File: config.mk
export PLATFORM = sky130hd
export DESIGN_NAME = vga_timing_decoder
export DESIGN_NICKNAME = d
export VERILOG_FILES = /design/src/rtl/vga_timing_decoder.sv
export SDC_FILE = /design/constraint.sdc
export NUM_CORES = 1
export LEC_CHECK = 0
export BUFFER_PORTS_ARGS = -buffer_cell sky130_fd_sc_hd__buf_2
export CORE_MARGIN = 3
export CORE_UTILIZATION = 35
export DETAILED_ROUTE_END_ITERATION = 8
export HOLD_SLACK_MARGIN = 0.1
export PLACE_DENSITY_LB_ADDON = 0.2
export SLEW_MARGIN = 20
export SYNTH_ARGS = -nofsm -noshare
export SYNTH_HDL_FRONTEND = slang
export SYNTH_SLANG_ARGS = --single-unit
File: constraint.sdc
create_clock -name clk -period 5.5 [get_ports clk]
set_input_delay 0.55 -clock clk [delete_from_list [all_inputs] [get_ports clk]]
set_output_delay 0.55 -clock clk [all_outputs]
set_load 0.05 [all_outputs]
File: src/rtl/vga_timing_decoder.sv
// Receive-side VGA sync decoder: rebuilds x/y/video_on from active-low sync edges
// and verifies line/frame periods against the configured timing before asserting lock.
module vga_timing_decoder #(
   parameter int HD = 640,
   parameter int HF = 16,
   parameter int HB = 48,
   parameter int HR = 96,
   parameter int VD = 480,
   parameter int VF = 10,
   parameter int VB = 33,
   parameter int VR = 2
) (
   input  logic       clk,
   input  logic       reset,
   input  logic       h_sync,
   input  logic       v_sync,
   output logic [9:0] x_loc,
   output logic [9:0] y_loc,
   output logic       video_on,
   output logic       locked,
   output logic       frame_start,
   output logic       sync_err
);

   localparam int H_TOTAL = HD + HF + HB + HR;
   localparam int V_TOTAL = VD + VF + VB + VR;
   localparam int PW      = $clog2(H_TOTAL + 2);
   localparam int LW      = $clog2(V_TOTAL + 2);

   typedef enum logic [1:0] {SEARCH, CHECK, LOCKED} state_t;

   state_t          state, state_nx;
   logic            prev_h, prev_v;
   logic [PW-1:0]   per_cnt;
   logic [LW-1:0]   line_cnt;
   logic            meas_valid, meas_nx;
   logic            h_fall, v_fall, bad_line, frame_good, err_nx;
   logic [9:0]      x_nx, y_nx;

   always_comb begin
      h_fall     = prev_h & ~h_sync;
      v_fall     = prev_v & ~v_sync;
      // per_cnt holds clocks elapsed since the last h_sync fall
      bad_line   = meas_valid && (h_fall ? (per_cnt != PW'(H_TOTAL))
                                         : (per_cnt == PW'(H_TOTAL)));
      frame_good = (line_cnt == LW'(V_TOTAL));

      if (h_fall)
         x_nx = 10'(HD + HF);
      else if (x_loc == 10'(H_TOTAL - 1))
         x_nx = '0;
      else
         x_nx = x_loc + 10'd1;

      if (v_fall)
         y_nx = 10'(VD + VF);
      else if (!h_fall && x_loc == 10'(H_TOTAL - 1))
         y_nx = (y_loc == 10'(V_TOTAL - 1)) ? '0 : y_loc + 10'd1;
      else
         y_nx = y_loc;

      state_nx = state;
      err_nx   = 1'b0;
      meas_nx  = meas_valid | h_fall;
      case (state)
         SEARCH: begin
            // The first h_sync fall seen in CHECK only opens measurement
            meas_nx = v_fall ? h_fall : 1'b0;
            if (v_fall)
               state_nx = CHECK;
         end
         CHECK: begin
            if (bad_line || (v_fall && !frame_good)) begin
               err_nx   = 1'b1;
               state_nx = SEARCH;
            end else if (v_fall) begin
               state_nx = LOCKED;
            end
         end
         LOCKED: begin
            if (bad_line || (v_fall && !frame_good)) begin
               err_nx   = 1'b1;
               state_nx = SEARCH;
            end
         end
         default: state_nx = SEARCH;
      endcase
   end

   always_ff @(posedge clk) begin
      if (reset) begin
         state       <= SEARCH;
         prev_h      <= 1'b1;
         prev_v      <= 1'b1;
         per_cnt     <= '0;
         line_cnt    <= '0;
         meas_valid  <= 1'b0;
         x_loc       <= '0;
         y_loc       <= '0;
         video_on    <= 1'b0;
         locked      <= 1'b0;
         frame_start <= 1'b0;
         sync_err    <= 1'b0;
      end else begin
         state      <= state_nx;
         prev_h     <= h_sync;
         prev_v     <= v_sync;
         meas_valid <= meas_nx;

         if (h_fall)
            per_cnt <= PW'(1);
         else if (per_cnt != PW'(H_TOTAL + 1))
            per_cnt <= per_cnt + PW'(1);

         // An h_sync fall coincident with a v_sync fall is line 1 of the new frame
         if (v_fall)
            line_cnt <= {{(LW-1){1'b0}}, h_fall};
         else if (h_fall && line_cnt != LW'(V_TOTAL + 1))
            line_cnt <= line_cnt + LW'(1);

         x_loc       <= x_nx;
         y_loc       <= y_nx;
         locked      <= (state_nx == LOCKED);
         video_on    <= (state_nx == LOCKED) && (x_nx < 10'(HD)) && (y_nx < 10'(VD));
         frame_start <= (x_nx == '0) && (y_nx == '0);
         sync_err    <= err_nx;
      end
   end

endmodule

# --- Word level (Yosys, flattened, before mapping) ---
# Cells that the tools add are included.
word_totals:
  output_inout_bits: 24
  in_bits: 4
  elab_cells: 73
  reg_bits: 49
op_classes:
  n_lt_le_gt_ge: 2
  n_bitwise: 6
  reduce_logical: 19
  eq_ne: 10
  mux: 18
  addsub: 4
ops:
  columns: ["op", "n"]
  rows:
  - ["10-bit two-way mux", 5]
  - ["10-bit by 1-bit adder with 10-bit output (second input constant)", 4]
  - ["10-bit equality test (second input constant)", 4]
  - ["10-bit inequality test (second input constant)", 3]
  - ["10-bit zero test", 2]
  - ["10-bit less-than comparator (second input constant)", 1]
  - ["10-bit by 9-bit less-than comparator with 1-bit output (second input constant)", 1]
  - ["1-bit two-way mux", 8]
  - ["2-bit two-way mux", 4]
  - ["2-bit OR reduction", 4]
  - ["1-bit logical AND", 7]
  - ["2-bit one-hot mux with 3 select lines", 1]
  - ["2-bit equality test (second input constant)", 2]
  - ["2-bit nonzero test", 2]
  - ["1-bit NOT", 3]
  - ["1-bit AND", 2]
  - ["2-bit by 1-bit equality test with 1-bit output (second input constant)", 1]
  - ["1-bit zero test", 2]
  - ["2-bit zero test", 1]
  - ["1-bit logical OR", 1]
  - ["1-bit bitwise OR", 1]

# --- Longest topological paths before layout ---
logic_depth:
  word_depth: 10
  mapped_depth: 9

# --- Worst setup path before layout ---
# Ideal clock, no wire load.
synth_timing:
  path_type: "register to register"
  start: "reg x_loc[1]"
  end: "reg frame_start"
  setup_time_ps: 103
  slack_ps: 2806
  period_less_slack_ps: 2694
  t_arrival_ps: 2591
  path_stages_with_launch: 9
  path_cell_list: "dfxtp_1 > ha_1 > and4_1 > buf_4 > nand3_4 > or4_1 > a32oi_1 > o311ai_1 > a2111oi_2"
synth_via:
  elab_chain_cells: 6
  word_cells_on_any_way: 10
  cone_classes: "add/sub: 1; eq/ne: 1; mux: 4; reduce/logical: 4"
synth_rtl:
  columns: ["item", "line", "source"]
  rows:
  - ["from (decl)", "17", "output logic [9:0] x_loc,"]
  - ["from (signal assigned)", "121", "x_loc <= x_nx;"]
  - ["branches (longest 5 deep; another with 10-bit by 1-bit adder with 10-bit output)", null, null]
  - ["1-bit logical AND *", "125", "frame_start <= (x_nx == '0) && (y_nx == '0);"]
  - ["to (signal assigned)", "125", null]
  - ["to (decl)", "21", "output logic frame_start,"]
# Mark *: on every way between the ends.
# A chain may end at the register's enable or synchronous reset.

# --- Worst setup path after layout ---
layout_timing:
  start: "reg x_loc[0]"
  end: "reg frame_start"
# The elaborated chain is that of the path after synthesis.

==> flow_summary.toml <==
[worst_hold_path]
min_from = "h_sync"
min_path_cells = 2
hold_path.class = "input port to register"

[placement]
gp_congestion = 0.849
post-dp-hpwl_um = 4230
port_buffers = 27

[sta]
rsz0062_at_grt = "no"
slew_violations = 0
min_period_ns = 2.52
setup_viol = 0
hold_violations = 0
max_freq_mhz = 396
tightestPinTransition_ns = 0.844
skew_ns = 0.0164
relSlewSlack_pct = 43.2
setup-tns-final_ns = 0
layout_worst_path_cycle_share_pct = 45.9

[setup_path]
arrival_ns = 2.75
crit_path_start = "x_loc[0]"
rrSetupSlack_ns = 2.98
cpMaxStageDelayCell = "or4_1"
reg2reg_from = "x_loc[0]"
required_ns = 5.72
critPathTopFamily = "simple AND/OR/NAND/NOR gates"
crit_type = "register to register"
end_kind = "register"
path_depth = 7
reg2reg_depth = 7
slowest_delay_ns = 0.53
path_cells = "ha_1 > and4_1 > nand3_4 > or4_1 > a32oi_1 > o311ai_1 > a2111oi_2"
path_max_fanout = 9
worst_setup_path_start_kind = "register"
cp.buffers_inverters = 0

[detailed_routing]
routed_via_density = 5.15
first_pass_iters = 4
routed_wl_um = 5790
drtIter0Drc = 77
route.vias.total = 2270
route.detailed.drc = 0
wl_per_cell_um = 13.1
ant_nets = 0

[die]
dieArea_um2 = 8750
initial_core_util_pct = 36.6
fp.dieW_um = 93.5
io_pins = 28
core_area_um2 = 7330
dieHeight_um = 93.5
rows = 31

[global_routing]
grtUsageMet3_pct = 2.82
grt_use_total_pct = 13.5
grt_pass1_wl_um = 9510
met1_usage_pct = 17.2
grt_busiest_layer = "met2"
antenna_found_initial = 0
overflow = 0
grt_pass1_vias = 2049
grt_max_degree = 21
met2_usage_pct = 22.2

[clock_network]
cts_tree = "done"
cts_root_buffer = "clkbuf_8"
cts_setup_buffers = 0
worst_skew_pair.late_latency_ns = 0.31
cts_buffers = 5
clk_pin_slew_ns = 0.11
post_cts_resized = 0
htreeDepth = 2
cts.sinks = 49
clock_path_buffers = 2
postCtsHoldBufs = 0

[final_layout]
nets = 358
antenna_cells = 0
area_growth_pct = 10.4
fin_util_pct = 40.4
layout-drive-gt1-share_pct = 12.3

[synth]
syn_nets = 341
synth-async-reset-ratio_pct = 0
ys_ff_latch = 49
postSynthAreaPerCell_um2 = 8.28
seq_area_frac_synth_pct = 36.6
synthCells = 324
ys_types = 53
ys.flop_type = "dfxtp_1"
yosysMostFrequentCell = "dfxtp_1"
syn_area_um2 = 2680
ys_warn_count = 0
synthTopCellsByArea = "dfxtp_1 (37%), ha_1 (6.1%), nor2_1 (5.6%)"
synth_top_area_share_pct = 36.6
yosysTopAreaCell = "dfxtp_1"
synth-edff-count = 0
synth.top_cells.by_count = "dfxtp_1 (49), nor2_1 (40), a21oi_1 (23)"

[status]
outcome = "finished, final reports clean"

[power]
power_frac_clock_pct = 32.2
power_frac_seq_pct = 54.6
combPwrFrac_pct = 13.2
p_int_uw = 491
switching_power_uw = 212
switching_share_pct = 30.1
power_per_cell_area_nw_per_um2 = 238
ir_drop_mv = 0.0850
power.static_leakage_nw = 1.13

[job]
max_cap_violations = 0
placed cells by master (no fill, tap or decap), types with 2 or more instances in the layout:
master	count
or2_2	3
nand4_1	13
nor2_1	40
a21o_1	3
o21ai_0	8
ha_1	13
and4_1	3
a31oi_1	5
xor2_1	16
dfxtp_1	49
nand3_1	21
nor2b_1	4
buf_2	27
nand2b_1	9
inv_1	14
a21oi_1	23
nand2_1	13
or3_1	5
or4_1	2
a21boi_0	2
and3_1	7
xnor2_1	11
nor4_1	3
o311a_1	2
nor3b_1	3
a211oi_1	2
clkbuf_8	5
nor3_1	8
o21a_1	2
o22ai_1	2
metal layers:
| layer | vias up | share of wire, % |
|---|---|---|
| met5 | - | 0 |
| met4 | 0 | 1.9 |
| met3 | 9 | 2.7 |
| met2 | 30 | 47 |
| met1 | 1056 | 49 |
| li1 | 1175 | - |
worst reg2reg max path: stages (launching register included):
cell and delay [ns]:
dfxtp_1 0.42, ha_1 0.29, and4_1 0.38, nand3_4 0.16, or4_1 0.53, a32oi_1 0.17
o311ai_1 0.14, a2111oi_2 0.35
power by group through the flow:
stage	Sequential [mW]	Combinational (mW)	Clock, mW
global route	0.386	0.102	0.257
CTS	0.384	0.0937	0.243
floorplan	0.410	0.0530	0
finish	0.384	0.0926	0.227
detailed placement	0.392	0.0932	0
global placement	0.392	0.0935	0
final timing paths:
| kind | endpoint |
|---|---|
| worst min-delay path | prev_h |
| worst max-delay path | frame_start |
| worst max register to register | frame_start |
| worst min register to register | x_loc[0] |
sequential cells by signal (all words and copies together) (netlist names):
register	flops
per_cnt	10
video_on	1
sync_err	1
y_loc	10
x_loc	10
prev_h	1
locked	1
line_cnt	10
frame_start	1
prev_v	1
state	2
meas_valid	1
stage by stage:
step / std cells / worst slack, ns / cell area, µm² / hold slack, ns / power (mW)
6_report: 441 / 2.98 / 2960 / 0.440 / 0.703
5_1_grt: 441 / 2.84 / 2960 / 0.445 / 0.745
4_1_cts: 441 / 2.98 / 2960 / 0.425 / 0.721
3_5_place_dp: 433 / 2.98 / 2860 / 0.483 / 0.485
3_3_place_gp: 433 / 2.99 / 2860 / 0.471 / 0.485
2_1_floorplan: 324 / 2.81 / 2680 / 0.467 / 0.463
logic make-up (layout without fill, tap and decap cells):
logic type,count (synthesis),after routing,synth area share (%)
fa+ha+maj,13,13,6.07
simple gates,143,143,28.6
mux,2,2,0.793
xor+xnor,27,27,8.82
flops,49,49,36.6
compound gates,59,59,14.2
buf+inv,31,49,4.90
area by class of cell:
cell class / instances / area (µm²)
clock inverters: 3 / 28.8
repair buffers: 27 / 135
fillers: 747 / 4370
well taps: 99 / 124
clock buffers: 5 / 68.8
flip-flops and latches: 49 / 981
inverters: 14 / 52.6
multi-input cells: 244 / 1570
(Power assumes the default switching activity.)
